## config.mk

```make
export PLATFORM = sky130hd
export DESIGN_NAME = stream_combiner
export DESIGN_NICKNAME = d
export VERILOG_FILES = /design/src/rtl/stream_combiner_pkg.sv /design/src/rtl/stream_combiner_skid.sv /design/src/rtl/stream_combiner.sv
export SDC_FILE = /design/constraint.sdc
export NUM_CORES = 1
export LEC_CHECK = 0
export ABC_AREA = 1
export CAP_MARGIN = 20
export CORE_ASPECT_RATIO = 1.5
export CORE_UTILIZATION = 32
export DETAILED_ROUTE_END_ITERATION = 10
export MAX_ROUTING_LAYER = met4
export PLACE_DENSITY_LB_ADDON = 0.15
export REMOVE_ABC_BUFFERS = 1
export SYNTH_ARGS = -nofsm -noshare
export SYNTH_HDL_FRONTEND = slang
export SYNTH_SLANG_ARGS = --single-unit
```

## constraint.sdc

```tcl
create_clock -name CLK -period 5.7 [get_ports CLK]
set_clock_uncertainty 0.2 [all_clocks]
set_input_delay 1.71 -clock CLK [delete_from_list [all_inputs] [get_ports CLK]]
set_output_delay 1.71 -clock CLK [all_outputs]
set_load 0.05 [all_outputs]
```

## src/rtl/stream_combiner_pkg.sv

```systemverilog
// Shared definitions for the stream combiner.
// Field widths travel as one packed list of MAX_INPUTS 32-bit entries, entry k
// at bits [32*k +: 32]. The offset and width-sum helpers are also used by the
// splitter, so both ends agree on where each field sits in the word.
package stream_combiner_pkg;

  localparam int MAX_INPUTS = 8;
  localparam int WIDTH_BITS = 32;

  typedef logic [MAX_INPUTS*WIDTH_BITS-1:0] width_list_t;

  // Width of field k.
  function automatic int field_width(input int k, input width_list_t widths);
    return int'(widths[k*WIDTH_BITS +: WIDTH_BITS]);
  endfunction

  // Bit position of field k: the sum of the widths of all fields below it.
  function automatic int field_offset(input int k, input width_list_t widths);
    int sum;
    sum = 0;
    for (int i = 0; i < MAX_INPUTS; i++) begin
      if (i < k) sum += int'(widths[i*WIDTH_BITS +: WIDTH_BITS]);
    end
    return sum;
  endfunction

  // Total width of the first n fields.
  function automatic int width_sum(input int n, input width_list_t widths);
    return field_offset(n, widths);
  endfunction

endpackage

```

## src/rtl/stream_combiner_skid.sv

```systemverilog
// Two-entry skid FIFO used on each combiner input.
// Ports:
//   clk, rst      - clock, synchronous active-high reset
//   i_valid       - upstream beat valid; accepted when o_ready is also high
//   i_data        - upstream beat data
//   i_pop         - remove the head entry (ignored while empty)
//   o_data        - head entry
//   o_ready       - registered "fewer than two entries"
//   o_not_empty   - registered "at least one entry"
// Both status flags are computed from the next occupancy, so they are
// registered yet still correct in the cycle after every push or pop.
module stream_combiner_skid
  import stream_combiner_pkg::*;
#(
  parameter int WIDTH = 1
) (
  input  logic             clk,
  input  logic             rst,
  input  logic             i_valid,
  input  logic [WIDTH-1:0] i_data,
  input  logic             i_pop,
  output logic [WIDTH-1:0] o_data,
  output logic             o_ready,
  output logic             o_not_empty
);

  logic [WIDTH-1:0] r_mem [2];
  logic             r_wptr;
  logic             r_rptr;
  logic [1:0]       r_count;
  logic             r_ready;
  logic             r_not_empty;

  logic             w_push;
  logic             w_pop;
  logic [1:0]       w_count_next;

  assign w_push = i_valid & r_ready;
  assign w_pop  = i_pop & r_not_empty;

  // Push and pop together leave the occupancy, and so the flags, unchanged.
  always_comb begin
    w_count_next = r_count;
    case ({w_push, w_pop})
      2'b10:   w_count_next = r_count + 2'd1;
      2'b01:   w_count_next = r_count - 2'd1;
      default: w_count_next = r_count;
    endcase
  end

  always_ff @(posedge clk) begin
    if (rst) begin
      r_wptr      <= 1'b0;
      r_rptr      <= 1'b0;
      r_count     <= 2'd0;
      r_ready     <= 1'b1;
      r_not_empty <= 1'b0;
    end else begin
      if (w_push) r_wptr <= ~r_wptr;
      if (w_pop)  r_rptr <= ~r_rptr;
      r_count     <= w_count_next;
      r_ready     <= (w_count_next != 2'd2);
      r_not_empty <= (w_count_next != 2'd0);
    end
  end

  // Storage needs no reset: the occupancy count decides what is valid.
  always_ff @(posedge clk) begin
    if (w_push) r_mem[r_wptr] <= i_data;
  end

  assign o_data      = r_mem[r_rptr];
  assign o_ready     = r_ready;
  assign o_not_empty = r_not_empty;

endmodule

```

## src/rtl/stream_combiner.sv

```systemverilog
// Joins up to eight AXI-Stream field streams into one concatenated word.
// Field k comes from input k, packed from the LSB up (IN0 in the low bits).
// Ports:
//   CLK, RST                   - clock, synchronous active-high reset
//   INk_TDATA/TVALID/TREADY    - field stream k (k = 0..7, first NUM_INPUTS used)
//   IN0_TLAST                  - frame marker, taken from input 0 only
//   OUT0_TDATA/TVALID/TREADY   - joined word stream
//   OUT0_TLAST                 - IN0_TLAST carried with the joined word
//   BEAT_COUNT                 - output handshakes since reset, wraps at 2^32
// Handshake: a beat moves on any interface on a rising edge where TVALID and
// TREADY are both high; a source holds TVALID and its data until that edge.
// Input TREADY is registered and depends only on FIFO occupancy.
module stream_combiner
  import stream_combiner_pkg::*;
#(
  parameter int NUM_INPUTS = 2,
  parameter int IN0_WIDTH  = 1,
  parameter int IN1_WIDTH  = 1,
  parameter int IN2_WIDTH  = 1,
  parameter int IN3_WIDTH  = 1,
  parameter int IN4_WIDTH  = 1,
  parameter int IN5_WIDTH  = 1,
  parameter int IN6_WIDTH  = 1,
  parameter int IN7_WIDTH  = 1,
  parameter int OUT0_WIDTH = 2
) (
  input  logic                  CLK,
  input  logic                  RST,
  input  logic [IN0_WIDTH-1:0]  IN0_TDATA,
  input  logic                  IN0_TVALID,
  output logic                  IN0_TREADY,
  input  logic                  IN0_TLAST,
  input  logic [IN1_WIDTH-1:0]  IN1_TDATA,
  input  logic                  IN1_TVALID,
  output logic                  IN1_TREADY,
  input  logic [IN2_WIDTH-1:0]  IN2_TDATA,
  input  logic                  IN2_TVALID,
  output logic                  IN2_TREADY,
  input  logic [IN3_WIDTH-1:0]  IN3_TDATA,
  input  logic                  IN3_TVALID,
  output logic                  IN3_TREADY,
  input  logic [IN4_WIDTH-1:0]  IN4_TDATA,
  input  logic                  IN4_TVALID,
  output logic                  IN4_TREADY,
  input  logic [IN5_WIDTH-1:0]  IN5_TDATA,
  input  logic                  IN5_TVALID,
  output logic                  IN5_TREADY,
  input  logic [IN6_WIDTH-1:0]  IN6_TDATA,
  input  logic                  IN6_TVALID,
  output logic                  IN6_TREADY,
  input  logic [IN7_WIDTH-1:0]  IN7_TDATA,
  input  logic                  IN7_TVALID,
  output logic                  IN7_TREADY,
  output logic [OUT0_WIDTH-1:0] OUT0_TDATA,
  output logic                  OUT0_TVALID,
  input  logic                  OUT0_TREADY,
  output logic                  OUT0_TLAST,
  output logic [31:0]           BEAT_COUNT
);

  localparam width_list_t WIDTHS = {32'(IN7_WIDTH), 32'(IN6_WIDTH), 32'(IN5_WIDTH),
                                    32'(IN4_WIDTH), 32'(IN3_WIDTH), 32'(IN2_WIDTH),
                                    32'(IN1_WIDTH), 32'(IN0_WIDTH)};
  localparam int ALL_WIDTH = width_sum(MAX_INPUTS, WIDTHS);

  if (NUM_INPUTS < 1 || NUM_INPUTS > MAX_INPUTS) begin : g_bad_count
    $error("stream_combiner: NUM_INPUTS must be 1..8");
  end
  if (OUT0_WIDTH != width_sum(NUM_INPUTS, WIDTHS)) begin : g_bad_width
    $error("stream_combiner: OUT0_WIDTH must equal the sum of the active input widths");
  end

  // All eight inputs laid out exactly as the output word; the active fields
  // therefore occupy bits [OUT0_WIDTH-1:0] at their final positions.
  logic [ALL_WIDTH-1:0]  w_in_data;
  logic [MAX_INPUTS-1:0] w_in_valid;
  logic [MAX_INPUTS-1:0] w_in_ready;
  logic [OUT0_WIDTH-1:0] w_head_data;
  logic                  w_head_last;
  logic [NUM_INPUTS-1:0] w_not_empty;
  logic                  w_join;
  logic                  w_unused;

  logic [OUT0_WIDTH-1:0] r_out_data;
  logic                  r_out_valid;
  logic                  r_out_last;
  logic [31:0]           r_beat_count;

  assign w_in_data  = {IN7_TDATA, IN6_TDATA, IN5_TDATA, IN4_TDATA,
                       IN3_TDATA, IN2_TDATA, IN1_TDATA, IN0_TDATA};
  assign w_in_valid = {IN7_TVALID, IN6_TVALID, IN5_TVALID, IN4_TVALID,
                       IN3_TVALID, IN2_TVALID, IN1_TVALID, IN0_TVALID};
  // Inactive inputs are deliberately ignored.
  assign w_unused   = ^{w_in_data, w_in_valid};

  for (genvar k = 0; k < MAX_INPUTS; k++) begin : g_in
    localparam int OFF = field_offset(k, WIDTHS);
    localparam int W   = field_width(k, WIDTHS);
    if (k == 0) begin : g_first
      // Input 0 carries TLAST as the extra top bit of its FIFO entry.
      logic [W:0] w_head;
      stream_combiner_skid #(.WIDTH(W + 1)) u_skid (
        .clk         (CLK),
        .rst         (RST),
        .i_valid     (w_in_valid[0]),
        .i_data      ({IN0_TLAST, w_in_data[OFF +: W]}),
        .i_pop       (w_join),
        .o_data      (w_head),
        .o_ready     (w_in_ready[0]),
        .o_not_empty (w_not_empty[0])
      );
      assign w_head_data[OFF +: W] = w_head[W-1:0];
      assign w_head_last           = w_head[W];
    end else if (k < NUM_INPUTS) begin : g_active
      stream_combiner_skid #(.WIDTH(W)) u_skid (
        .clk         (CLK),
        .rst         (RST),
        .i_valid     (w_in_valid[k]),
        .i_data      (w_in_data[OFF +: W]),
        .i_pop       (w_join),
        .o_data      (w_head_data[OFF +: W]),
        .o_ready     (w_in_ready[k]),
        .o_not_empty (w_not_empty[k])
      );
    end else begin : g_idle
      assign w_in_ready[k] = 1'b0;
    end
  end

  // Join when every active FIFO has a head and the output slot frees up
  // this edge; the pop of all FIFOs and the output load happen together.
  assign w_join = (&w_not_empty) & (~r_out_valid | OUT0_TREADY);

  always_ff @(posedge CLK) begin
    if (RST) begin
      r_out_data   <= '0;
      r_out_valid  <= 1'b0;
      r_out_last   <= 1'b0;
      r_beat_count <= '0;
    end else begin
      if (w_join) begin
        r_out_data  <= w_head_data;
        r_out_last  <= w_head_last;
        r_out_valid <= 1'b1;
      end else if (OUT0_TREADY) begin
        r_out_valid <= 1'b0;
      end
      if (r_out_valid & OUT0_TREADY) r_beat_count <= r_beat_count + 32'd1;
    end
  end

  assign OUT0_TDATA  = r_out_data;
  assign OUT0_TVALID = r_out_valid;
  assign OUT0_TLAST  = r_out_last;
  assign BEAT_COUNT  = r_beat_count;

  assign IN0_TREADY = w_in_ready[0];
  assign IN1_TREADY = w_in_ready[1];
  assign IN2_TREADY = w_in_ready[2];
  assign IN3_TREADY = w_in_ready[3];
  assign IN4_TREADY = w_in_ready[4];
  assign IN5_TREADY = w_in_ready[5];
  assign IN6_TREADY = w_in_ready[6];
  assign IN7_TREADY = w_in_ready[7];

endmodule
```

### Word level (Yosys, flattened, before mapping)

Memory sizes are Yosys's and may differ from the RTL's. A register that Yosys moved wholly into a read port is not among the register bits.
Cells that the tools add are included.
W data, S select, Z words.

| storage, ports and cells | value |
|---|---|
| bits in writable memories | 6 |
| memories kept | 2 |
| output and inout port bits | 44 |
| bits of input ports | 20 |
| bits in registers | 45 |
| bits in read-only memories | 0 |
| latch bits | 0 |
| logic and storage cells | 49 |

| cells by class | value |
|---|---|
| add/sub/neg operators | 5 |
| multiply operators | 0 |
| divide/modulo/power cells | 0 |
| reductions and logical operators | 4 |
| equality and inequality tests | 6 |
| bitwise operators | 12 |
| shift operators | 0 |
| magnitude comparators | 0 |
| mux-type cells | 8 |

Memories:

| memory | depth | width | rd ports | clocked after memory_dff | write ports | line | text |
|---|---|---|---|---|---|---|---|
| g_in[0].g_first.u_skid.r_mem | 2 | 2 | 1 | 1 | 1 | stream_combiner_skid.sv:27 | `logic [WIDTH-1:0] r_mem [2];` |
| g_in[1].g_active.u_skid.r_mem | 2 | 1 | 1 | 1 | 1 | stream_combiner_skid.sv:27 |  |

Operator list:

| kind | number |
|---|---|
| $add A32 B1 Y32 const B | 1 |
| $pmux W2 S2 | 2 |
| $and A1 B1 Y1 | 6 |
| $mux W1 | 6 |
| $reduce_bool A2 Y1 | 3 |
| $not A1 Y1 | 5 |
| $add A2 B1 Y2 const B | 2 |
| $eq A2 B1 Y1 const B | 2 |
| $eq A2 B2 Y1 const B | 2 |
| $ne A2 B2 Y1 const B | 2 |
| $sub A2 B1 Y2 const B | 2 |
| $reduce_and A2 Y1 | 1 |
| $or A1 B1 Y1 | 1 |

### Longest topological paths before layout

| depth | value |
|---|---|
| depth after elaboration | 7 |
| gate-level depth with buffers | 10 |
| depth with buffers taken out | 10 |

### Hierarchy

Synthesis repeated with hierarchy kept, for this count alone.

| unflattened totals | value |
|---|---|
| cells, all modules | 381 |
| area, all modules | 2,796.4 um^2 |

Modules (own cells, without submodules):

| module | sequential area each (um^2) | cells an instance | area each (um^2) | instances |
|---|---|---|---|---|
| stream_combiner | 720.7 | 300 | 2,016.9 | 1 |
| stream_combiner_skid (g_in[0].g_first.u_skid) | 260.2 | 42 | 425.4 | 1 |
| stream_combiner_skid (g_in[1].g_active.u_skid) | 200.2 | 39 | 354.1 | 1 |

### Least setup slack after synthesis

No wires, ideal clock.

| timing path | value |
|---|---|
| path type | input port to flip-flop |
| start point | in OUT0_TREADY |
| end point | reg g_in[0].g_first.u_skid.r_not_empty |
| data required time | 5.377 ns |
| cell stages on the path | 9 |
| data arrival time | 3.137 ns |
| buffers on the path | 0 |
| setup slack | 2.240 ns |
| cell sequence | inv_1 > nand2_1 > nand3_1 > clkinv_1 > ha_1 > a21oi_1 > o211ai_1 > and3_1 > or2_2 |

| on the way | value |
|---|---|
| cells in the longest elaborated chain, start to end | 6 |
| elaborated cells on any way between the ends | 7 |
| classes of those cells | eq/ne (2); mux (1); bitwise (3); reduce/logical (1) |

Ends and longest elaborated chain:

| element | line | text |
|---|---|---|
| start: declaration | stream_combiner.sv:56 | `input logic OUT0_TREADY,` |
| $or A1 B1 Y1 (*) | stream_combiner.sv:132 | `assign w_join = (&w_not_empty) & (~r_out_valid \| OUT0_TREADY);` |
| $and A1 B1 Y1 (*) | stream_combiner.sv:132 |  |
| $and A1 B1 Y1 (*) | stream_combiner_skid.sv:39 | `assign w_pop = i_pop & r_not_empty;` |
| named net g_in[0].g_first.u_skid.w_pop | stream_combiner_skid.sv:35 | `logic w_pop;` |
| $eq A2 B1 Y1 or $eq A2 B2 Y1 (tied branches) | stream_combiner_skid.sv:44 | `case ({w_push, w_pop})` |
| $pmux W2 S2 (*) | stream_combiner_skid.sv:44 |  |
| $reduce_bool A2 Y1 (*) | stream_combiner_skid.sv:63 | `r_not_empty <= (w_count_next != 2'd0);` |
| end signal: assignment | stream_combiner_skid.sv:63 |  |
| end: declaration | stream_combiner_skid.sv:32 | `logic r_not_empty;` |

Mark *: on every way through the listed nets, which the timed path passes. The rest lies on a longest branch.
A chain may end at the register's enable or synchronous reset.

### Worst setup path after layout

Ends and elaborated chain as after synthesis.

==> load_flow_metrics.sql <==
INSERT INTO impl_metrics (metric_group, metric, value, unit) VALUES
('critical_path', 'critPathCaptureType', 'register', ''),
('synth', 'synthesis.area', '2619', 'um2'),
('finish', 'antennaDiodeCount', '0', ''),
('placed_design', 'placedCellCount', '509', ''),
('global_routing', 'pin_count_of_the_biggest_net_entering_global_routing', '20', ''),
('critical_path', 'worst-r2r-cell-count', '8', ''),
('floorplan', 'floorplan.initialDensity', '32.91', '%'),
('power_and_ir_drop', 'power.share.combinational', '20.0', '%'),
('power_and_ir_drop', 'peakVddDrop', '159.9', 'uV'),
('critical_path', 'crit_path_cell_chain', 'clkdlybuf4s50_1 > inv_1 > nand2_1 > nand3_1 > clkinv_1 > ha_1 > a21oi_1 > o211ai_1 > and3_1 > or2_2', ''),
('clock_tree', 'cts_buffers', '5', ''),
('clock_tree', 'cts_tree', 'yes', ''),
('critical_path', 'critical_path.startpoint_type', 'input pin', ''),
('synth', 'synth.largest_area_cell', 'dfxtp_1', ''),
('critical_path', 'cp.required', '5.69', 'ns'),
('synth', 'number_of_enable_flip_flop_cells_after_synthesis', '6', ''),
('global_routing', 'global_route.usage.total', '15.97', '%'),
('global_routing', 'vias_in_the_first_global_route', '2238', ''),
('clock_tree', 'worst_skew_pair.late_latency', '0.30', 'ns'),
('synth', 'async_reset_ff_share', '0', '%'),
('synth', 'ys_dominant_reg_cell', 'dfxtp_1', ''),
('synth', 'synth_top_cell_area_share', '36.69', '%'),
('sta', 'finalWorstPathRequiredPeriod', '3.806', 'ns'),
('finish', 'flow.area_growth_from_synthesis', '26.71', '%'),
('detailed_routing', 'initialDrtViolationCount', '106', ''),
('clock_tree', 'cts_sinks', '54', ''),
('critical_path', 'crit_start', 'OUT0_TREADY', ''),
('detailed_routing', 'drt-vias-per-instance', '4.563', ''),
('detailed_routing', 'drt-total-wl', '5899', 'um'),
('power_and_ir_drop', 'sequentialPowerShare', '47.0', '%'),
('flow_run', 'drv.max_cap_violation_count', '0', ''),
('global_routing', 'antenna_found_initial', '0', ''),
('synth', 'synth.yosys.warnings', '0', ''),
('floorplan', 'dieArea', '8557', 'um2'),
('critical_path', 'flop_to_flop_setup_slack', '3.42', 'ns'),
('synth', 'synth_area_per_cell', '7.214', 'um2'),
('critical_path', 'crit_family', 'buffers and inverters', ''),
('floorplan', 'chip_height', '112.8', 'um'),
('critical_path', 'endpoint_of_the_lowest_slack_register_to_register_path', 'g_in[0].g_first.u_skid.o_not_empty$_SDFF_PP0_', ''),
('global_routing', 'gr-total-overflow', '0', ''),
('critical_path', 'crit_cells', '10', ''),
('sta', 'worst_slew_margin_rel', '59.36', '%'),
('power_and_ir_drop', 'power_frac_clock', '33.0', '%'),
('synth', 'synth-seq-area-share', '43.57', '%'),
('synth', 'yosys_register_bits', '54', ''),
('floorplan', 'floorplan.core_area', '7958', 'um2'),
('sta', 'tightestPinTransition', '0.6090', 'ns'),
('sta', 'setup_viol', '0', ''),
('finish', 'stdcell_count', '517', ''),
('clock_tree', 'clock_h_tree_levels', '2', ''),
('detailed_routing', 'drcViolationCount', '0', ''),
('clock_tree', 'post-cts-setup-buffers', '0', ''),
('clock_tree', 'clock_tree.buffer_depth', '2', ''),
('critical_path', 'path_buf_inv', '3', ''),
('power_and_ir_drop', 'finalPower', '969.2', 'uW'),
('power_and_ir_drop', 'power_density', '292.1', 'nW/um2'),
('sta', 'totalNegativeSetupSlack', '0', 'ns'),
('critical_path', 'worst_ep_arrival_time', '3.79', 'ns'),
('detailed_routing', 'tritonroute_pass_1_iters', '4', ''),
('power_and_ir_drop', 'net-switching-power', '304.1', 'uW'),
('clock_tree', 'path_clk_slew', '0.07', 'ns'),
('worst_hold_path', 'worstHoldPathType', 'reg2reg', ''),
('placed_design', 'place.detailed.hpwl', '4496', 'um'),
('outcome', 'result_of_the_run', 'completed', ''),
('detailed_routing', 'num_vias', '2359', ''),
('sta', 'finalMaxSlewViolations', '0', ''),
('power_and_ir_drop', 'internal_power', '665.1', 'uW'),
('synth', 'synth_area_leaders', 'dfxtp_1 (37%), nand2_1 (11%), nor2_1 (8.5%)', ''),
('critical_path', 'critical_path_peak_fanout', '9', ''),
('placed_design', 'globalplace.congestion', '0.8306', ''),
('detailed_routing', 'antenna_left', '0', '');
==> stage by stage <==
stage | util [%] | setup slack [ns] | hold slack, ns | cell area, um2
6_report | 41.70 | 1.894 | 0.2784 | 3318
5_1_grt | 41.70 | 1.715 | 0.2951 | 3318
4_1_cts | 41.70 | 1.887 | 0.2803 | 3318
3_5_place_dp | 39.76 | 1.565 | 0.2666 | 3164
3_3_place_gp | 39.76 | 1.593 | 0.2580 | 3164
2_1_floorplan | - | 2.240 | 0.2439 | 2567
==> state kept, by name, indices dropped and copies added, names as in the netlist <==
signal,cells
BEAT_COUNT,32
OUT0_TVALID,1
g_in.g_active.u_skid.r_rptr,1
g_in.g_active.u_skid.r_mem,2
g_in.g_first.u_skid.r_rptr,1
g_in.g_first.u_skid.r_count,2
g_in.g_first.u_skid.r_wptr,1
g_in.g_active.u_skid.o_ready,1
OUT0_TLAST,1
OUT0_TDATA,2
g_in.g_first.u_skid.o_ready,1
g_in.g_active.u_skid.r_count,2
g_in.g_first.u_skid.r_mem,4
g_in.g_first.u_skid.o_not_empty,1
g_in.g_active.u_skid.r_wptr,1
g_in.g_active.u_skid.o_not_empty,1
==> worst min path at each step <==
| stage | startpoint | to | depth (start not counted) |
|---|---|---|---|
| 2_1_floorplan | g_in[1].g_active.u_skid.r_rptr$_SDFFE_PP0P_ | g_in[1].g_active.u_skid.r_rptr$_SDFFE_PP0P_ | 1 |
| 3_3_place_gp | g_in[1].g_active.u_skid.r_rptr$_SDFFE_PP0P_ | g_in[1].g_active.u_skid.r_rptr$_SDFFE_PP0P_ | 1 |
| 3_5_place_dp | g_in[1].g_active.u_skid.r_rptr$_SDFFE_PP0P_ | g_in[1].g_active.u_skid.r_rptr$_SDFFE_PP0P_ | 1 |
| 4_1_cts | g_in[1].g_active.u_skid.r_rptr$_SDFFE_PP0P_ | g_in[1].g_active.u_skid.r_rptr$_SDFFE_PP0P_ | 1 |
| 5_1_grt | g_in[1].g_active.u_skid.r_rptr$_SDFFE_PP0P_ | g_in[1].g_active.u_skid.r_rptr$_SDFFE_PP0P_ | 1 |
| 6_report | g_in[1].g_active.u_skid.r_rptr$_SDFFE_PP0P_ | g_in[1].g_active.u_skid.r_rptr$_SDFFE_PP0P_ | 1 |
==> logic make-up after synthesis <==
logic type / share of synthesized area (%)
buf+inv: 9.699
other cells: 0.1432
flops: 43.57
compound gates: 9.125
fa+ha+maj: 1.434
simple gates: 34.02
xor+xnor: 2.007
==> routing by layer <==
metal,share of wire (%),track usage (%)
met5,0,-
met4,1.7,5.926
met3,3.6,3.117
met2,51,26.19
met1,44,18.88
==> final cells by class <==
class                      instances  area, um2
clock inverter                     3      28.78
sequential                        54       1141
fill                             818       4639
timing repair buffer              47      465.4
inverter                          49      183.9
multi-input combinational        254       1242
clock buffer                       5      125.1
tap                              105      131.4
==> cells in the final DEF, fill, tap and decap left out, types with 2 or more instances in the layout <==
| cell type | n |
|---|---|
| inv_2 | 2 |
| dfxtp_1 | 48 |
| nand3_1 | 22 |
| nor2_2 | 8 |
| and3_1 | 2 |
| nand4_1 | 9 |
| edfxtp_1 | 6 |
| or2_2 | 2 |
| inv_1 | 46 |
| nor2_1 | 59 |
| buf_4 | 2 |
| o211ai_1 | 2 |
| clkinv_4 | 2 |
| o21bai_1 | 2 |
| ha_1 | 3 |
| clkdlybuf4s50_1 | 45 |
| a31oi_1 | 3 |
| nand3_2 | 4 |
| nor3_1 | 6 |
| xor2_1 | 5 |
| nor2_4 | 4 |
| nand2_2 | 2 |
| conb_1 | 6 |
| nand2_1 | 75 |
| clkbuf_16 | 5 |
| a21oi_1 | 19 |
| o21ai_0 | 15 |
==> power by group through the flow <==
stage / registers, uW / logic [uW] / clock network, uW
finish: 456 / 194 / 320
global route: 462 / 215 / 348
CTS: 457 / 195 / 333
detailed placement: 465 / 194 / 0
global placement: 465 / 192 / 0
floorplan: 505 / 96.9 / 0
No activity file was read; power rests on OpenSTA's default activity.
